<file path="config.mk">
export PLATFORM = sky130hd
export DESIGN_NAME = instr_block_unpacker
export DESIGN_NICKNAME = d
export VERILOG_FILES = /design/src/rtl/instr_block_unpacker.sv
export SDC_FILE = /design/constraint.sdc
export NUM_CORES = 1
export LEC_CHECK = 0
export ABC_AREA = 1
export BUFFER_PORTS_ARGS = -buffer_cell sky130_fd_sc_hd__buf_2
export CAP_MARGIN = 20
export CORE_ASPECT_RATIO = 0.75
export CORE_UTILIZATION = 40
export DETAILED_ROUTE_END_ITERATION = 16
export GPL_TIMING_DRIVEN = 0
export PLACE_DENSITY = 0.71
export SETUP_SLACK_MARGIN = 0.5
export SLEW_MARGIN = 20
export SYNTH_ARGS = -nofsm -noshare
export SYNTH_HDL_FRONTEND = slang
export SYNTH_SLANG_ARGS = --single-unit
</file>
<file path="constraint.sdc">
create_clock -name clk -period 5.8 [get_ports clk]
set_input_delay 0.87 -clock clk [delete_from_list [all_inputs] [get_ports clk]]
set_output_delay 0.87 -clock clk [all_outputs]
set_load 0.05 [all_outputs]
</file>
<file path="src/rtl/instr_block_unpacker.sv">
// Buffers 128-bit instruction blocks in a small FIFO and emits their non-zero
// 32-bit words one per cycle, in ascending slot order, under valid/ready.
module instr_block_unpacker #(
  parameter int ID_W  = 7,
  parameter int DEPTH = 2
) (
  input  logic            clk,
  input  logic            rst,
  input  logic [127:0]    block_data_in,
  input  logic [ID_W-1:0] block_id_in,
  input  logic            block_valid_in,
  output logic            block_ready_out,
  output logic [31:0]     instr_out,
  output logic            instr_valid_out,
  input  logic            instr_ready_in,
  output logic [ID_W-1:0] instr_id_out,
  output logic [1:0]      instr_slot_out,
  output logic            instr_last_out,
  output logic            overflow_err_out
);

  localparam int PTR_W = (DEPTH > 1) ? $clog2(DEPTH) : 1;
  localparam int CNT_W = PTR_W + 1;

  // Handshakes: a block transfers on block_valid_in && block_ready_out, an
  // instruction on instr_valid_out && instr_ready_in, both at a rising edge;
  // the presented instruction holds while valid is high and ready is low.

  typedef enum logic {
    ST_EMPTY,
    ST_EMIT
  } state_e;

  state_e           state_q, state_d;
  logic [127:0]     data_q [DEPTH];
  logic [127:0]     data_d [DEPTH];
  logic [ID_W-1:0]  id_q   [DEPTH];
  logic [ID_W-1:0]  id_d   [DEPTH];
  logic [3:0]       mask_q [DEPTH];
  logic [3:0]       mask_d [DEPTH];
  logic [PTR_W-1:0] wr_ptr_q, wr_ptr_d;
  logic [PTR_W-1:0] rd_ptr_q, rd_ptr_d;
  logic [CNT_W-1:0] count_q, count_d;
  logic             ovf_q, ovf_d;

  logic [3:0]       in_mask;
  logic             accept;
  logic             wr_en;
  logic             drop;
  logic [3:0]       head_mask;
  logic [127:0]     head_data;
  logic [1:0]       head_slot;
  logic [1:0]       head_hi;
  logic [31:0]      head_word;
  logic             emit;
  logic             xfer;
  logic             pop;

  // Slot i lives in bits [(3-i)*32 +: 32]; mask bit i flags a non-zero word.
  always_comb begin
    in_mask = 4'b0000;
    for (int i = 0; i < 4; i++) begin
      in_mask[i] = |block_data_in[(3-i)*32 +: 32];
    end
  end

  assign block_ready_out = (count_q < CNT_W'(DEPTH));
  assign accept          = block_valid_in && block_ready_out;
  assign wr_en           = accept && (|in_mask);
  assign drop            = block_valid_in && !block_ready_out;

  assign head_mask = mask_q[rd_ptr_q];
  assign head_data = data_q[rd_ptr_q];

  // Lowest set bit is presented now; highest set bit marks the block's last word.
  always_comb begin
    head_slot = 2'd0;
    head_hi   = 2'd0;
    for (int i = 3; i >= 0; i--) begin
      if (head_mask[i]) head_slot = 2'(i);
    end
    for (int i = 0; i < 4; i++) begin
      if (head_mask[i]) head_hi = 2'(i);
    end
  end

  always_comb begin
    head_word = 32'h0;
    case (head_slot)
      2'd0:    head_word = head_data[127:96];
      2'd1:    head_word = head_data[95:64];
      2'd2:    head_word = head_data[63:32];
      default: head_word = head_data[31:0];
    endcase
  end

  assign emit = (state_q == ST_EMIT);
  assign xfer = emit && instr_ready_in;
  assign pop  = xfer && (head_slot == head_hi);

  always_comb begin
    data_d   = data_q;
    id_d     = id_q;
    mask_d   = mask_q;
    wr_ptr_d = wr_ptr_q;
    rd_ptr_d = rd_ptr_q;
    count_d  = count_q;
    ovf_d    = ovf_q | drop;
    state_d  = state_q;

    // Clearing the last set bit on pop leaves the freed entry's mask at zero.
    if (xfer) begin
      mask_d[rd_ptr_q][head_slot] = 1'b0;
    end
    if (pop) begin
      rd_ptr_d = rd_ptr_q + PTR_W'(1);
    end
    if (wr_en) begin
      data_d[wr_ptr_q] = block_data_in;
      id_d[wr_ptr_q]   = block_id_in;
      mask_d[wr_ptr_q] = in_mask;
      wr_ptr_d         = wr_ptr_q + PTR_W'(1);
    end

    if (wr_en && !pop) begin
      count_d = count_q + CNT_W'(1);
    end else if (!wr_en && pop) begin
      count_d = count_q - CNT_W'(1);
    end

    state_d = (count_d != '0) ? ST_EMIT : ST_EMPTY;
  end

  always_ff @(posedge clk) begin
    if (!rst) begin
      state_q  <= ST_EMPTY;
      wr_ptr_q <= '0;
      rd_ptr_q <= '0;
      count_q  <= '0;
      ovf_q    <= 1'b0;
      for (int i = 0; i < DEPTH; i++) begin
        mask_q[i] <= 4'b0000;
      end
    end else begin
      state_q  <= state_d;
      wr_ptr_q <= wr_ptr_d;
      rd_ptr_q <= rd_ptr_d;
      count_q  <= count_d;
      ovf_q    <= ovf_d;
      mask_q   <= mask_d;
    end
  end

  // Payload is only meaningful under a non-zero mask, so it needs no reset.
  always_ff @(posedge clk) begin
    data_q <= data_d;
    id_q   <= id_d;
  end

  assign instr_valid_out  = emit;
  assign instr_out        = emit ? head_word : 32'h0;
  assign instr_id_out     = emit ? id_q[rd_ptr_q] : '0;
  assign instr_slot_out   = emit ? head_slot : 2'd0;
  assign instr_last_out   = emit && (head_slot == head_hi);
  assign overflow_err_out = ovf_q;

endmodule
</file>
==> impl_metrics.yaml <==
clock_network:
  numCtsBuffers: 29
  cts_tree: "built"
  hold_buffers: 0
  post_cts_resized: 0
  clk_pin_slew_ns: 0.06
  cts_root_buf: "clkbuf_16"
  clkLatencyLatePin_ns: 0.54
  cts_setup_buffers: 0
  cts_max_level: 1
  clock_sinks: 284
  clock_path_buffers: 3
synth:
  synth_area_um2: 11600
  synthFlopType: "edfxtp_1"
  syn_inst: 952
  netlist-cell-type-count: 26
  ys_seq_elements: 284
  synth_common_cells: "edfxtp_1 (270), nor2_1 (174), nand3_1 (136)"
  synth_seq_area_share_pct: 72.4
  yosys_warnings: 0
  async_flop_share_pct: 0
  syn-mean-instance-area_um2: 12.2
  synth_nets: 1091
  synth_edf_count: 270
  synth_top_area_cell: "edfxtp_1"
  synth_area_leaders: "edfxtp_1 (70%), nand3_1 (5.9%), nor2_1 (5.6%)"
  yosysMostFrequentCell: "edfxtp_1"
  synth_top_area_share_pct: 69.9
setup_path:
  worstPathCellList: "inv_2 -> buf_6 -> clkbuf_1 -> clkbuf_1 -> nand3_1 -> nand2_1 -> nor2_1 -> nor2_1 -> buf_2"
  crit_type: "reg2out"
  cp_top_family: "buffers and inverters"
  worstPathRequired_ns: 4.93
  crit_path_max_fanout: 10
  r2r_start: "count_q[1]"
  cp_slowest_cell: "clkbuf_1"
  start_kind: "flop"
  max_stage_delay_ns: 0.70
  endpoint_kind: "primary output"
  cp-startpoint: "rd_ptr_q"
  critPathBufInv: 5
  arrival_ns: 3.34
timing:
  slew_violations: 0
  timing.fmax_ghz: 0.238
  tightestPinTransition_ns: 0.916
  rsz0062_at_grt: "no"
  finalHoldViolCount: 0
  whs_ns: 0.487
  fin_crit_sh_pct: 72.6
  slew_headroom_pct: 39.0
  finalCriticalPeriod_ns: 4.21
  fin_skew_ns: 0.00937
  setup_violations: 0
grt:
  grt_pass1_vias: 7826
  grt_max_degree: 99
  grt_overflow_total: 0
  grt_pass1_wl_um: 47000
  grt_use_total_pct: 21.7
  antenna_found_initial: 1
die:
  start_util_pct: 41.0
  ios: 184
  die_area_um2: 29700
  core_area_um2: 28200
  die_w_um: 199
  rows: 53
  dieHeight_um: 149
pwr:
  cellLeakagePower_nw: 5.15
  max-vdd-ir-drop_uv: 255
  p_per_area_nw_per_um2: 418
  p_total_mw: 5.82
detailed_routing:
  drt_pass1_iterations: 4
  drc: 0
  vias: 8326
  wl_per_cell_um: 20.7
  first_iter_violations: 848
  ant_nets: 0
  routed_wl_um: 32700
  post_drt_via_cell_ratio: 5.29
layout:
  layout.nets: 1306
  areaGrowthSynthToFinish_pct: 20.0
  layout-drive-gt1-share_pct: 23.8
hold_path:
  min_from: "mask_q[0]"
  hold_path_class: "reg2reg"
run_status:
  outcome: "finished clean"
flow_run:
  cap_violations: 0
place:
  place.gp.congestion: 0.853
  dp_hpwl_um: 22900
  io_buffers: 182
[placed cells by master, fill, tap and decap left out, drive strengths merged]
| cell | Yosys | routed |
|---|---|---|
| nor3 | 1 | 1 |
| a21oi | 11 | 11 |
| o211ai | 32 | 32 |
| a22oi | 32 | 32 |
| and2 | 1 | 1 |
| o21ai | 18 | 18 |
| nand4 | 34 | 34 |
| inv | 22 | 22 |
| edfxtp | 270 | 270 |
| clkbuf | 24 | 58 |
| buf | 28 | 212 |
| bufinv | 0 | 1 |
| dfxtp | 14 | 14 |
| clkinv | 1 | 17 |
| or2 | 32 | 32 |
| nand3 | 136 | 136 |
| nor2 | 175 | 175 |
| diode | 0 | 2 |
| xnor2 | 1 | 1 |
| clkinvlp | 0 | 1 |
| nand2 | 119 | 119 |
| nand3b | 1 | 1 |
[final timing paths]
kind	end	slack (ns)	cells after the start
max	instr_out[18]	1.59	9
min	mask_q[0]	0.49	2
max reg2reg	data_q[201]	3.36	4
min reg2reg	mask_q[0]	0.49	2
[stage by stage]
stage	setup WS [ns]	cell area (um2)	instances	util, %	setup TNS, ns
floorplan	1.10	11600	952	-	0
detailed placement	2.19	13100	1521	46.2	0
finish	1.59	13900	1575	49.3	0
global placement	-0.925	13000	1519	46.0	-244.31
global route	1.43	13900	1573	49.2	0
CTS	1.59	13900	1573	49.2	0
[report_power, final]
part,leakage [nW],internal [mW],switching [mW]
logic,2.09,0.371,1.21
clock network,0.421,0.954,0.752
registers,2.64,2.48,0.0524
total,5.15,3.80,2.02
[layout make-up]
type                    count  area [um2]
inverters                  23         101
diodes                      2        5.00
clock inverters            18         108
flip-flops and latches    284        8390
multi-input cells         593        2870
well taps                 385         482
clock buffers              34         744
repair buffers            184         966
plain buffers              52         254
fillers                  2580       14300
[registers in the layout, summed over array words and instances, names as in the netlist]
signal            cells
instr_valid_out       1
rd_ptr_q              1
mask_q                8
id_q                 14
wr_ptr_q              1
data_q              256
count_q               2
overflow_err_out      1
[routing by layer]
layer | routed length (um) | track usage, % | vias to the layer above
li1 | - | - | 3895
met1 | 15000 | 33.4 | 4054
met2 | 14200 | 32.0 | 335
met3 | 2940 | 4.28 | 42
met4 | 513 | 4.00 | 0
met5 | 0 | 0 | -
[cell families (layout without fill, tap and decap cells)]
| group | count (synthesis) | in the layout | share of synthesized area, % |
|---|---|---|---|
| and+or+nand+nor | 499 | 499 | 19.2 |
| DFF | 284 | 284 | 72.4 |
| AOI/OAI and AO/OA | 93 | 93 | 5.46 |
| buffers and inverters | 75 | 311 | 2.94 |
| xor gates and xnor gates | 1 | 1 | 0.0756 |
| other | 0 | 2 | 0 |
[worst reg2reg max path: stages, from the launching register on]
cell and delay, ns:
dfxtp_1 0.36, nor2_1 0.30, nand3b_1 0.41, inv_8 0.52, buf_16 0.38
Power figures use the tool's default switching activity.
